## src/rtl/rv_pkg.sv

```systemverilog
// Shared core-level types used by the execute-stage blocks.
package rv_pkg;

    // Operation select for the shared integer ALU
    typedef enum logic [3:0] {
        ALU_CTRL_ADD  = 4'd0,
        ALU_CTRL_SUB  = 4'd1,
        ALU_CTRL_AND  = 4'd2,
        ALU_CTRL_OR   = 4'd3,
        ALU_CTRL_XOR  = 4'd4,
        ALU_CTRL_SLL  = 4'd5,
        ALU_CTRL_SRL  = 4'd6,
        ALU_CTRL_SRA  = 4'd7,
        ALU_CTRL_SLT  = 4'd8,
        ALU_CTRL_SLTU = 4'd9
    } alu_ctrl_e;

endpackage

```

## src/rtl/rv_div_seq.sv

```systemverilog
// Multi-cycle RV32M divide sequencer (DIV/DIVU/REM/REMU). All arithmetic is
// done by the shared ALU (always subtracting); this block only sequences it,
// detects borrow from MSBs and handles divide-by-zero / signed overflow.
module rv_div_seq #(
    parameter int unsigned XLEN = 32
) (
    input  logic                i_clk,
    input  logic                i_rst,
    input  logic                i_start,
    input  logic [1:0]          i_op,
    input  logic [XLEN-1:0]     i_dividend,
    input  logic [XLEN-1:0]     i_divisor,
    input  logic                i_flush,
    output logic                o_busy,
    output logic                o_done,
    output logic [XLEN-1:0]     o_res,
    output logic [XLEN-1:0]     o_alu_a,
    output logic [XLEN-1:0]     o_alu_b,
    output rv_pkg::alu_ctrl_e   o_alu_ctrl,
    input  logic [XLEN-1:0]     i_alu_res
);

    localparam int unsigned CNT_W = $clog2(XLEN);
    localparam logic [XLEN-1:0] MIN_NEG = {1'b1, {(XLEN-1){1'b0}}};
    localparam logic [CNT_W-1:0] LAST_ITER = CNT_W'(XLEN - 1);

    typedef enum logic [2:0] {
        ST_IDLE  = 3'd0,
        ST_ABS_A = 3'd1,
        ST_ABS_B = 3'd2,
        ST_ITER  = 3'd3,
        ST_FIX   = 3'd4,
        ST_DONE  = 3'd5
    } state_e;

    state_e             state_q, state_d;
    logic [XLEN-1:0]    quo_q, quo_d;
    logic [XLEN-1:0]    rem_q, rem_d;
    logic [XLEN-1:0]    dvs_q, dvs_d;
    logic [CNT_W-1:0]   cnt_q, cnt_d;
    logic               na_q, na_d;
    logic               nb_q, nb_d;
    logic               is_rem_q, is_rem_d;
    logic [XLEN-1:0]    res_d;

    logic               sgn, dz, ovf;
    logic [XLEN-1:0]    sh, fix_val;
    logic               borrow, take, fix_neg;

    assign o_alu_ctrl = rv_pkg::ALU_CTRL_SUB;

    // Next-state, ALU operand steering and datapath next values
    always_comb begin
        state_d  = state_q;
        quo_d    = quo_q;
        rem_d    = rem_q;
        dvs_d    = dvs_q;
        cnt_d    = cnt_q;
        na_d     = na_q;
        nb_d     = nb_q;
        is_rem_d = is_rem_q;
        res_d    = o_res;
        o_alu_a  = '0;
        o_alu_b  = '0;
        sgn      = 1'b0;
        dz       = 1'b0;
        ovf      = 1'b0;
        sh       = '0;
        borrow   = 1'b0;
        take     = 1'b0;
        fix_val  = '0;
        fix_neg  = 1'b0;

        case (state_q)
            ST_IDLE: begin
                if (i_start && !i_flush) begin
                    sgn      = ~i_op[0];
                    dz       = (i_divisor == '0);
                    ovf      = sgn && (i_dividend == MIN_NEG) && (i_divisor == '1);
                    quo_d    = i_dividend;
                    dvs_d    = i_divisor;
                    na_d     = sgn & i_dividend[XLEN-1];
                    nb_d     = sgn & i_divisor[XLEN-1];
                    is_rem_d = i_op[1];
                    if (dz) begin
                        res_d   = i_op[1] ? i_dividend : '1;
                        state_d = ST_DONE;
                    end else if (ovf) begin
                        res_d   = i_op[1] ? '0 : i_dividend;
                        state_d = ST_DONE;
                    end else begin
                        state_d = ST_ABS_A;
                    end
                end
            end
            ST_ABS_A: begin
                o_alu_b = quo_q;
                quo_d   = na_q ? i_alu_res : quo_q;
                state_d = ST_ABS_B;
            end
            ST_ABS_B: begin
                o_alu_b = dvs_q;
                dvs_d   = nb_q ? i_alu_res : dvs_q;
                rem_d   = '0;
                cnt_d   = '0;
                state_d = ST_ITER;
            end
            ST_ITER: begin
                // Restoring step; rem[MSB] shifted out acts as a 33rd bit
                sh      = {rem_q[XLEN-2:0], quo_q[XLEN-1]};
                o_alu_a = sh;
                o_alu_b = dvs_q;
                borrow  = (~sh[XLEN-1] & dvs_q[XLEN-1]) |
                          (~(sh[XLEN-1] ^ dvs_q[XLEN-1]) & i_alu_res[XLEN-1]);
                take    = rem_q[XLEN-1] | ~borrow;
                rem_d   = take ? i_alu_res : sh;
                quo_d   = {quo_q[XLEN-2:0], take};
                cnt_d   = cnt_q + CNT_W'(1);
                if (cnt_q == LAST_ITER) begin
                    state_d = ST_FIX;
                end
            end
            ST_FIX: begin
                fix_val = is_rem_q ? rem_q : quo_q;
                fix_neg = is_rem_q ? na_q : (na_q ^ nb_q);
                o_alu_b = fix_val;
                res_d   = fix_neg ? i_alu_res : fix_val;
                state_d = ST_DONE;
            end
            ST_DONE: begin
                state_d = ST_IDLE;
            end
            default: begin
                state_d = ST_IDLE;
            end
        endcase

        if (i_flush && (state_q != ST_IDLE)) begin
            state_d = ST_IDLE;
        end
    end

    // State, datapath and registered status/result outputs
    always_ff @(posedge i_clk or posedge i_rst) begin
        if (i_rst) begin
            state_q  <= ST_IDLE;
            quo_q    <= '0;
            rem_q    <= '0;
            dvs_q    <= '0;
            cnt_q    <= '0;
            na_q     <= 1'b0;
            nb_q     <= 1'b0;
            is_rem_q <= 1'b0;
            o_busy   <= 1'b0;
            o_done   <= 1'b0;
            o_res    <= '0;
        end else begin
            state_q  <= state_d;
            quo_q    <= quo_d;
            rem_q    <= rem_d;
            dvs_q    <= dvs_d;
            cnt_q    <= cnt_d;
            na_q     <= na_d;
            nb_q     <= nb_d;
            is_rem_q <= is_rem_d;
            o_busy   <= (state_d != ST_IDLE);
            o_done   <= (state_d == ST_DONE);
            if (state_d == ST_DONE) begin
                o_res <= res_d;
            end
        end
    end

endmodule
```

## config.mk

```make
export PLATFORM = sky130hd
export DESIGN_NAME = rv_div_seq
export DESIGN_NICKNAME = d
export VERILOG_FILES = /design/src/rtl/rv_pkg.sv /design/src/rtl/rv_div_seq.sv
export SDC_FILE = /design/constraint.sdc
export NUM_CORES = 1
export LEC_CHECK = 0
export ABC_AREA = 1
export BUFFER_PORTS_ARGS = -buffer_cell sky130_fd_sc_hd__buf_2
export CORE_MARGIN = 5
export CORE_UTILIZATION = 50
export DETAILED_ROUTE_END_ITERATION = 7
export GPL_ROUTABILITY_DRIVEN = 0
export HOLD_SLACK_MARGIN = 0.02
export PLACE_DENSITY = 0.85
export SETUP_SLACK_MARGIN = 0.3
export SLEW_MARGIN = 20
export SYNTH_ARGS = -nofsm -noshare
export SYNTH_HDL_FRONTEND = slang
export SYNTH_SLANG_ARGS = --single-unit
```

## constraint.sdc

```tcl
create_clock -name i_clk -period 4.7 [get_ports i_clk]
set_input_delay 0.94 -clock i_clk [delete_from_list [all_inputs] [get_ports i_clk]]
set_output_delay 0.94 -clock i_clk [all_outputs]
set_load 0.01 [all_outputs]
```

==> impl_metrics.tcl <==
set metrics [dict create \
    status "completed" \
    cts.repair.resized 0 \
    ys_seq_elements 141 \
    wl_met1_mm 11.55 \
    synth_ff_type "dfrtp_1" \
    setup_viol 0 \
    netlist_area_mm2 0.009064 \
    ff2ff_path_depth 10 \
    antenna_cells 0 \
    hold_violations 0 \
    drc 0 \
    finalCritPeriodShare_pct 86.97 \
    synth_cells 1330 \
    met2_wirelength_mm 14.58 \
    postCtsSetupBuffers 0 \
    seq_area_frac_synth_pct 38.93 \
    rsz0062_at_grt "false" \
    final_common_cell "nand2_1" \
    startpoint_type "flip-flop" \
    cts_buffers 17 \
    cp_common_cell "inv_2" \
    power_leakage_nw 5.442 \
    highest_layer "met5" \
    drt-initial-drc-count 1551 \
    htree_levels 4 \
    p_clk_share_pct 22.6 \
    p_sw_w 0.002898 \
    cp_max_fo 34 \
    slew_violations 0 \
    drive_gt1_share_pct 18.00 \
    vdd_drop_max_uv 380.0 \
    arrival_ns 3.15 \
    cts_hold_buf 0 \
    cpPeakStageDelay_ns 0.43 \
    cp.required_ns 3.76 \
    cts_tree "built" \
    clock-sinks 141 \
    chipWidth_um 144.6 \
    final_cell_mix "nand2_1, o21ai_0, buf_2, inv_1, nor2_1" \
    dr.pass1.iters 7 \
    fin_tns_setup_ns 0 \
    clk_pin_slew_ns 0.06 \
    grt_use_total_pct 30.52 \
    io_pins 204 \
    synth_warnings 0 \
    num_rows 49 \
    antenna_found_initial 1 \
    start_util_pct 50.63 \
    finClkSkew_ns 0.008030 \
    drtAntennaViolNets 0 \
    syn_area_per_cell_um2 6.815 \
    seq_power_share_pct 30.0 \
    wl_per_cell_um 18.69 \
    via_count 10280 \
    place_area_mm2 0.01010 \
    grt_pass1_wl_mm 49.96 \
    switching_share_pct 46.59 \
    power_density_mw_per_mm2 580.4 \
    clk_latency_ns 0.43 \
    path_class "flip-flop to output port" \
    grt_pass1_vias 9740 \
    dp.cells 1680 \
    ys_async_sr_fraction_pct 100.0 \
    overflow 0 \
    slew_headroom_pct 24.89 \
    worst_pin_slew_ns 1.127 \
    maxCapViolCount 0 \
    p_int_w 0.003322 \
    synth_edf_count 0 \
    place_hpwl_mm 21.06 \
    core_mm2 0.01790 \
    comb_power_share_pct 47.5 \
    crit_chain "inv_2, nor2_2, buf_4, inv_2, nor2_4, buf_4, inv_2, o221ai_1, buf_2" \
    root_buffer "clkbuf_16" \
    cts_max_path_buffers 2 \
    fmax_mhz 244.6 \
    hp-class "flip-flop to flip-flop" \
    finalNonFillerCells 1712 \
    crit_path_end_kind "output port" \
    portBuffers 199 \
    die_area_mm2 0.02092 \
    routed_wirelength_mm 32.00 \
    min_path_cells 2 \
    wl_met3_mm 4.360 \
    areaGrowthSynthToFinish_pct 18.22 \
    nets 1575 \
    ys_types 34 \
    fin_area_mm2 0.01072 \
    grt_max_degree 142 \
    die_y_um 144.6 \
    via_per_inst 6.006 \
    period_needed_ns 4.088 \
    crit_slowest_cell "dfrtp_1" \
]
==> flip-flops by register name, indices dropped and copies added, names as in the netlist <==
signal / cells
dvs_q: 32
o_res: 32
quo_q: 32
rem_q: 32
cnt_q: 5
state_q: 3
is_rem_q: 1
na_q: 1
nb_q: 1
o_busy: 1
o_done: 1
==> cell type report <==
cell class                 count  area, µm²
timing repair buffer         214       1149
sequential                   141       3530
fill                        1676       7187
clock inverter                 8      105.1
inverter                     180      679.4
multi-input combinational    916       4454
tap                          229      286.5
clock buffer                  24      511.7
==> critical path, delay by kind of cell, from the launching register on <==
family | cells | cell delay, ns
buf+inv | 6 | 1.52
flops | 1 | 0.43
simple gates | 2 | 0.40
compound gates | 1 | 0.35
==> power by group through the flow <==
stage / clock [W] / combinational, W / sequential, W
5_1_grt: 0.00147 / 0.00321 / 0.00190
6_report: 0.00140 / 0.00295 / 0.00186
3_3_place_gp: 0 / 0.00277 / 0.00185
4_1_cts: 0.00141 / 0.00286 / 0.00185
3_5_place_dp: 0 / 0.00284 / 0.00187
2_1_floorplan: 0 / 0.00205 / 0.00174
==> cells in the mapped netlist, types with 7 or more instances <==
cell type / count / area [µm²]
buf_2: 20 / 100.1
a22oi_1: 8 / 60.06
inv_1: 173 / 649.4
nor2_1: 161 / 604.3
buf_4: 8 / 60.06
o21ai_0: 250 / 1251
o211ai_1: 43 / 322.8
o22ai_1: 28 / 175.2
inv_2: 7 / 26.28
nand3_1: 37 / 185.2
dfrtp_1: 141 / 3528
clkbuf_1: 59 / 221.5
o221ai_1: 29 / 254.0
nand2_1: 258 / 968.4
a21oi_1: 66 / 330.3
==> routing by layer <==
| layer | up-vias | track usage [%] |
|---|---|---|
| met3 | 128 | 5.820 |
| li1 | 4666 | - |
| met5 | - | 0 |
| met2 | 814 | 48.06 |
| met4 | 2 | 15.27 |
| met1 | 4673 | 40.32 |
==> through the flow <==
step / power (W) / setup WS (ns) / utilization (%) / hold WS [ns]
global placement: 0.004618 / 1.207 / 56.39 / 0.4505
CTS: 0.006119 / 0.7076 / 59.84 / 0.4681
finish: 0.006220 / 0.6123 / 59.85 / 0.4634
floorplan: 0.003791 / 1.997 / - / 0.4798
detailed placement: 0.004707 / 1.156 / 56.39 / 0.4531
global route: 0.006579 / 0.5463 / 59.85 / 0.4922
==> logic make-up after synthesis <==
kind of cell             Yosys count  synth area share, %
buffers and inverters            275                12.24
other                              2              0.08286
flip-flops                       141                38.93
AO/OA/AOI/OAI                    440                27.86
XOR/XNOR                           1              0.09665
adder cells (fa/ha/maj)            3               0.4142
AND/OR/NAND/NOR                  468                20.38
==> path summary, 6_finish.rpt <==
kind                       slack, ns                    end                   from
setup / recovery                0.61             o_alu_b[7]   state_q[0]$_DFF_PP0_
hold / removal                  0.46  o_res[30]$_DFFE_PP0P_  o_res[30]$_DFFE_PP0P_
setup reg to reg                1.41  o_res[20]$_DFFE_PP0P_   is_rem_q$_DFFE_PP0P_
hold reg to reg                 0.46  o_res[30]$_DFFE_PP0P_  o_res[30]$_DFFE_PP0P_
max in group asynchronous       3.36   is_rem_q$_DFFE_PP0P_                  i_rst
min in group asynchronous       0.77  rem_q[11]$_DFFE_PP0N_                  i_rst
Power figures use the tool's default switching activity.
